===== config.mk =====
export PLATFORM = sky130hd
export DESIGN_NAME = bin2bcd_seq
export DESIGN_NICKNAME = d
export VERILOG_FILES = /design/src/rtl/bin2bcd_seq.sv
export SDC_FILE = /design/constraint.sdc
export NUM_CORES = 1
export LEC_CHECK = 0
export BUFFER_PORTS_ARGS = -buffer_cell sky130_fd_sc_hd__buf_2
export CELL_PAD_IN_SITES_DETAIL_PLACEMENT = 2
export CELL_PAD_IN_SITES_GLOBAL_PLACEMENT = 2
export CORE_UTILIZATION = 30
export DETAILED_ROUTE_END_ITERATION = 8
export MAX_ROUTING_LAYER = met4
export PLACE_DENSITY_LB_ADDON = 0.1
export SLEW_MARGIN = 20
export SYNTH_ARGS = -nofsm -noshare
export SYNTH_HDL_FRONTEND = slang
export SYNTH_SLANG_ARGS = --single-unit
export TNS_END_PERCENT = 10

===== constraint.sdc =====
create_clock -name clk -period 1.65 [get_ports clk]
set_input_delay 0 -clock clk [delete_from_list [all_inputs] [get_ports clk]]
set_output_delay 0 -clock clk [all_outputs]
set_load 0.01 [all_outputs]

===== src/rtl/bin2bcd_seq.sv =====
// rtl/bin2bcd_seq.sv - sequential binary-to-BCD converter (double dabble, one bit per clock); optional signed input via SIGNED_EN
module bin2bcd_seq #(
  parameter int WIDTH  = 16,
  parameter int DIGITS = 5
) (
  input  logic                  clk,
  input  logic                  clearBar,
  input  logic [WIDTH-1:0]      bin_in,
  input  logic                  src_done,
  output logic [4*DIGITS-1:0]   bcd_out,
  output logic                  busy,
  output logic                  done,
  output logic                  neg
);

  localparam logic [0:0] IDLE  = 1'b0;
  localparam logic [0:0] SHIFT = 1'b1;
  localparam int         CW    = $clog2(WIDTH + 1);

  logic [0:0]          state;
  logic                src_done_q;
  logic                trig;
  logic [WIDTH-1:0]    sh;
  logic [4*DIGITS-1:0] scratch;
  logic [4*DIGITS-1:0] adj;
  logic [4*DIGITS-1:0] scratch_nxt;
  logic [CW-1:0]       cnt;
  logic [WIDTH-1:0]    load_val;

  assign trig = src_done & ~src_done_q;

`ifdef SIGNED_EN
  logic sign_q;
  logic neg_q;

  // Two's-complement magnitude; the most-negative value maps onto itself, which is the correct unsigned magnitude
  assign load_val = bin_in[WIDTH-1] ? (~bin_in + {{(WIDTH-1){1'b0}}, 1'b1}) : bin_in;
  assign neg      = neg_q;

  // Capture the sign at load and publish it alongside the digits at completion
  always_ff @(posedge clk or negedge clearBar) begin
    if (!clearBar) begin
      sign_q <= 1'b0;
      neg_q  <= 1'b0;
    end else if (state == IDLE && trig) begin
      sign_q <= bin_in[WIDTH-1];
    end else if (state == SHIFT && cnt == CW'(1)) begin
      neg_q  <= sign_q;
    end
  end
`else
  assign load_val = bin_in;
  assign neg      = 1'b0;
`endif

  // Per-digit add-3 correction, no carry between digits, then the one-bit shift into the scratch
  always_comb begin
    adj = scratch;
    for (int i = 0; i < DIGITS; i++) begin
      if (scratch[4*i +: 4] >= 4'd5) begin
        adj[4*i +: 4] = scratch[4*i +: 4] + 4'd3;
      end
    end
    scratch_nxt = {adj[4*DIGITS-2:0], sh[WIDTH-1]};
  end

  // Registered copy of the upstream done level for rising-edge detection
  always_ff @(posedge clk or negedge clearBar) begin
    if (!clearBar) begin
      src_done_q <= 1'b0;
    end else begin
      src_done_q <= src_done;
    end
  end

  // Control FSM and datapath: load on trigger in IDLE, shift WIDTH times, then publish
  always_ff @(posedge clk or negedge clearBar) begin
    if (!clearBar) begin
      state   <= IDLE;
      sh      <= '0;
      scratch <= '0;
      cnt     <= '0;
      bcd_out <= '0;
      busy    <= 1'b0;
      done    <= 1'b0;
    end else begin
      case (state)
        IDLE: begin
          if (trig) begin
            sh      <= load_val;
            scratch <= '0;
            cnt     <= CW'(WIDTH);
            busy    <= 1'b1;
            done    <= 1'b0;
            state   <= SHIFT;
          end
        end
        SHIFT: begin
          scratch <= scratch_nxt;
          sh      <= {sh[WIDTH-2:0], 1'b0};
          cnt     <= cnt - CW'(1);
          if (cnt == CW'(1)) begin
            bcd_out <= scratch_nxt;
            done    <= 1'b1;
            busy    <= 1'b0;
            state   <= IDLE;
          end
        end
        default: state <= IDLE;
      endcase
    end
  end

endmodule


Word level (Yosys, flattened, before mapping). Cells that the tools add are included.

Add/subtract/negate cells: 6. Order comparisons: 5. Equal/unequal tests: 3. Mux-type cells: 20. Bitwise logic cells: 3. Reductions and logical operators: 2.

Operator list (count): $pmux W20 S2 (1); $pmux W16 S2 (1); $ge A4 B3 Y1 const B (5); $mux W20 (1); $add A4 B2 Y4 const B (4); $mux W16 (1); $mux W4 (4); $pmux W5 S2 (1); $mux W1 (6); $pmux W1 S2 (3); $eq A5 B1 Y1 const B (1); $mux W5 (1); $sub A5 B1 Y5 const B (1); $reduce_and A2 Y1 (2); $add A3 B2 Y3 const B (1); $mux W3 (1); $ne A2 B1 Y1 const B (1); $ne A2 B2 Y1 const B (1); $not A1 Y1 (2); $and A1 B1 Y1 (1).

Register bits after elaboration: 65. Input bits: 19. Output and inout port bits: 23. Logic and storage cells: 47.

Longest topological paths before layout.
Depth after elaboration: 4. Mapped depth: 6. Mapped depth without buffers: 6.

Worst setup path before layout. OpenSTA, ideal clock, no wires.

Path type: register to register. Start point: register scratch[4]. End point: register bcd_out[6]. Library setup time: 0.125 ns. Data arrival time: 1.340 ns. Data required time: 1.525 ns. Setup slack: 0.185 ns. Stages on the path, launching flop included: 6. Path buffers: 0. Period minus slack after synthesis: 1.465 ns. Path through: dfrtp_1 ha_1 nand2b_1 a21oi_1 mux2i_1 mux2_4.

Longest elaborated chain between the ends: 2.

Ends and longest elaborated chain: start: declaration (RTL line 24) `logic [4*DIGITS-1:0] scratch;`; start signal: assignment (RTL line 99) `scratch <= scratch_nxt;`; $add A4 B2 Y4 or $ge A4 B3 Y1 (tied branches) (RTL line 61, 60); $mux W4 * (RTL line 60) `if (scratch[4*i +: 4] >= 4'd5) begin`; end signal: assignment (RTL line 103) `bcd_out <= scratch_nxt;`; end: declaration (RTL line 10) `output logic [4*DIGITS-1:0] bcd_out,`.

Mark *: on every way between the ends. The rest lies on a longest branch, timed or not. A chain may end at the register's enable or synchronous reset.

Final worst setup path.
Start point: register scratch[17]. End point: register bcd_out[18].

Longest elaborated chain between the ends: 2.

Ends and longest elaborated chain (RTL line): $ge A4 B3 Y1 or $add A3 B2 Y3 (tied branches) (60, 61); $mux W3 * (60).

Marked as above.

==> reports/summary.txt <==
Synth Area in Simple Gates = 10.4%
largest family of logic cells by synthesized area = multiplexers
input/output buffers = 40
wirelength, routed = 7.57 mm
pwr/cell area = 1760 mW/mm^2
Skew-Pair Late Insertion Delay = 350 ps
Clock Tree Root = clkbuf_8
Antenna Violating Nets Remaining = 0
WL/cell = 15.8 um
GRT overflow = 0
vias = 2269
1st-iter DRT viols = 62
count of state elements after synthesis = 65
number of global-route vias before repair = 2408
complex-gate fraction of the synthesized area = 12.5%
DP Area = 0.00350 mm^2
die height = 104 um
Final setup viols = 0
syn avg cell area = 11.2 um^2
yosys warns = 0
Via-to-Cell Ratio = 4.73
commonest non-fill, non-tap cell in the layout = dfrtp_1
Syn Nets = 309
clock skew = 13.8 ps
Hold Path Class = input pin to asynchronous set/reset pin
mapped cell area = 0.00310 mm^2
clock-pin slew on the worst setup and hold paths = 70 ps
FFs w/ async S/R, synth = 100%
final hold viol count = 0
TritonRoute pass-1 iters = 5
Die X = 104 um
most frequent cells in the layout = dfrtp_1, buf_2, o21ai_0
area share of the leading cell type in the synthesized netlist = 52.4%
Post-Place Cells = 448
Setup crit end kind = register
layout cells sized above 1 = 25.6%
Rows = 36
largest cells by area after synthesis = dfrtp_1, mux2i_1, o21ai_0
Cells after Synth = 278
minimum clock period after layout = 1570 ps
design area = 0.00385 mm^2
status = completed
core area = 0.00991 mm^2
mux share of post-synthesis cell area = 12.6%
total track usage = 15.3%
worst setup path class = register to register
Primary FF master, synth = dfrtp_1
adder-cell share of the synthesized area = 4.84%
Tcrit/Tclk final = 95.1%
Die ar. = 0.0107 mm^2
Distinct cells, synth = 31
CP arrival = 1850 ps
CTS tree = yes
final cell count without fillers = 480
Starting Density = 31.3%
first-pass GRT wire length = 12.6 mm
worst-path maximum fanout = 3
Peak VDD IR = 594 uV
hold_ws = 194 ps
Lkg Pwr = 0.00182 uW
largest net degree at the start of global routing = 66
Max-cap violations = 0
global placement routability congestion = 0.710
Seq/Total Area, Yosys = 52.4%
Post-DP HPWL = 4.90 mm
# nets final = 375
Post-Synth XOR/XNOR Area = 2.26%
initial antenna violation count = 0
EDFF count, synth = 0
maximum root-to-sink buffer count = 2
CP startpoint kind = register
drt drc = 0
Max Freq = 0.638 GHz
# diodes = 0
Worst EP required = 1930 ps
P&R area growth vs syn = 24.2%
clk sinks = 65
largest area contributor in the synthesized netlist = dfrtp_1
Final Max Tran Viols = 0
htree depth = 3
Boundary Pins = 42
CTS Buf Count = 9
# fillers = 1069
==> stage by stage <==
step	total power (uW)	TNS, ps	utilization, %	worst slack, ps
2_1_floorplan	4680	0	-	185
3_3_place_gp	5490	0	35.3	57.5
3_5_place_dp	5590	0	35.3	53.7
4_1_cts	6810	0	38.6	20.8
5_1_grt	7330	-2.43	38.9	-2.07
6_report	6790	0	38.9	81.6
==> worst max-delay path: stages (launching register included) <==
cell      delay [ps]
dfrtp_1          380
inv_1            110
ha_1             210
nand2b_1          90
a21oi_2          210
mux2i_1          310
mux2_4           190
==> path summary, 6_finish.rpt <==
check / start / endpoint / cells past startpoint / slack, ps
max: scratch[17] / bcd_out[18] / 6 / 80
max in group asynchronous: clearBar / bcd_out[17] / 3 / 1130
min reg2reg: bcd_out[11] / bcd_out[11] / 2 / 490
max reg2reg: scratch[17] / bcd_out[18] / 6 / 80
min: clearBar / bcd_out[6] / 3 / 190
min in group clk: src_done / src_done_q / 2 / 330
==> cell usage after synthesis (2+ instances only) <==
master / count
dfrtp_1: 65
o21ai_0: 39
nand2_1: 36
mux2i_1: 20
a21oi_1: 13
a22o_1: 13
inv_1: 13
ha_1: 12
mux2_4: 9
nand2b_1: 8
nor3b_1: 6
xnor2_1: 6
clkbuf_1: 5
mux2_2: 5
nand3_1: 5
buf_2: 4
buf_4: 3
nor3_1: 2
xor2_1: 2
==> flip-flops by register name (all words and copies together) (netlist names) <==
signal      cells
cnt             5
scratch        20
sh             16
busy            1
state           1
done            1
src_done_q      1
bcd_out        20
==> layout make-up <==
class | instances | area, um^2 | share of cell area, %
flip-flops and latches | 65 | 1630 | 42.2
multi-input cells | 185 | 1350 | 35.1
repair buffers | 69 | 500 | 13.0
well taps | 133 | 166 | 4.32
clock buffers | 10 | 128 | 3.31
inverters | 14 | 55.1 | 1.43
clock inverters | 4 | 22.5 | 0.585
==> kinds of logic after synthesis <==
| logic type | after synthesis |
|---|---|
| and+or+nand+nor | 63 |
| muxes | 34 |
| buffers and inverters | 28 |
| AOI/OAI and AO/OA | 67 |
| xor gates and xnor gates | 8 |
| DFF | 65 |
| other | 1 |
| adders and majority gates | 12 |
==> routing by layer <==
layer,GRT usage [%],vias up,part of all wire (%)
met1,18.4,1148,46
met4,5.51,0,1.5
met3,3.40,9,2.4
li1,-,1080,-
met2,25.4,32,50
met5,-,-,0
==> report_power, final <==
part / internal, uW / switching [uW]
clock network: 521 / 613
registers: 2250 / 543
logic: 1410 / 1450
total: 4190 / 2600
==> what timing repair did <==
action,in CTS,in global routing
setup buffers,0,0
endpoints found under the setup margin,0,17
resized for setup,0,7
hold endpoints to repair,82,0
hold buffers,18,0
Power figures use the tool's default switching activity.
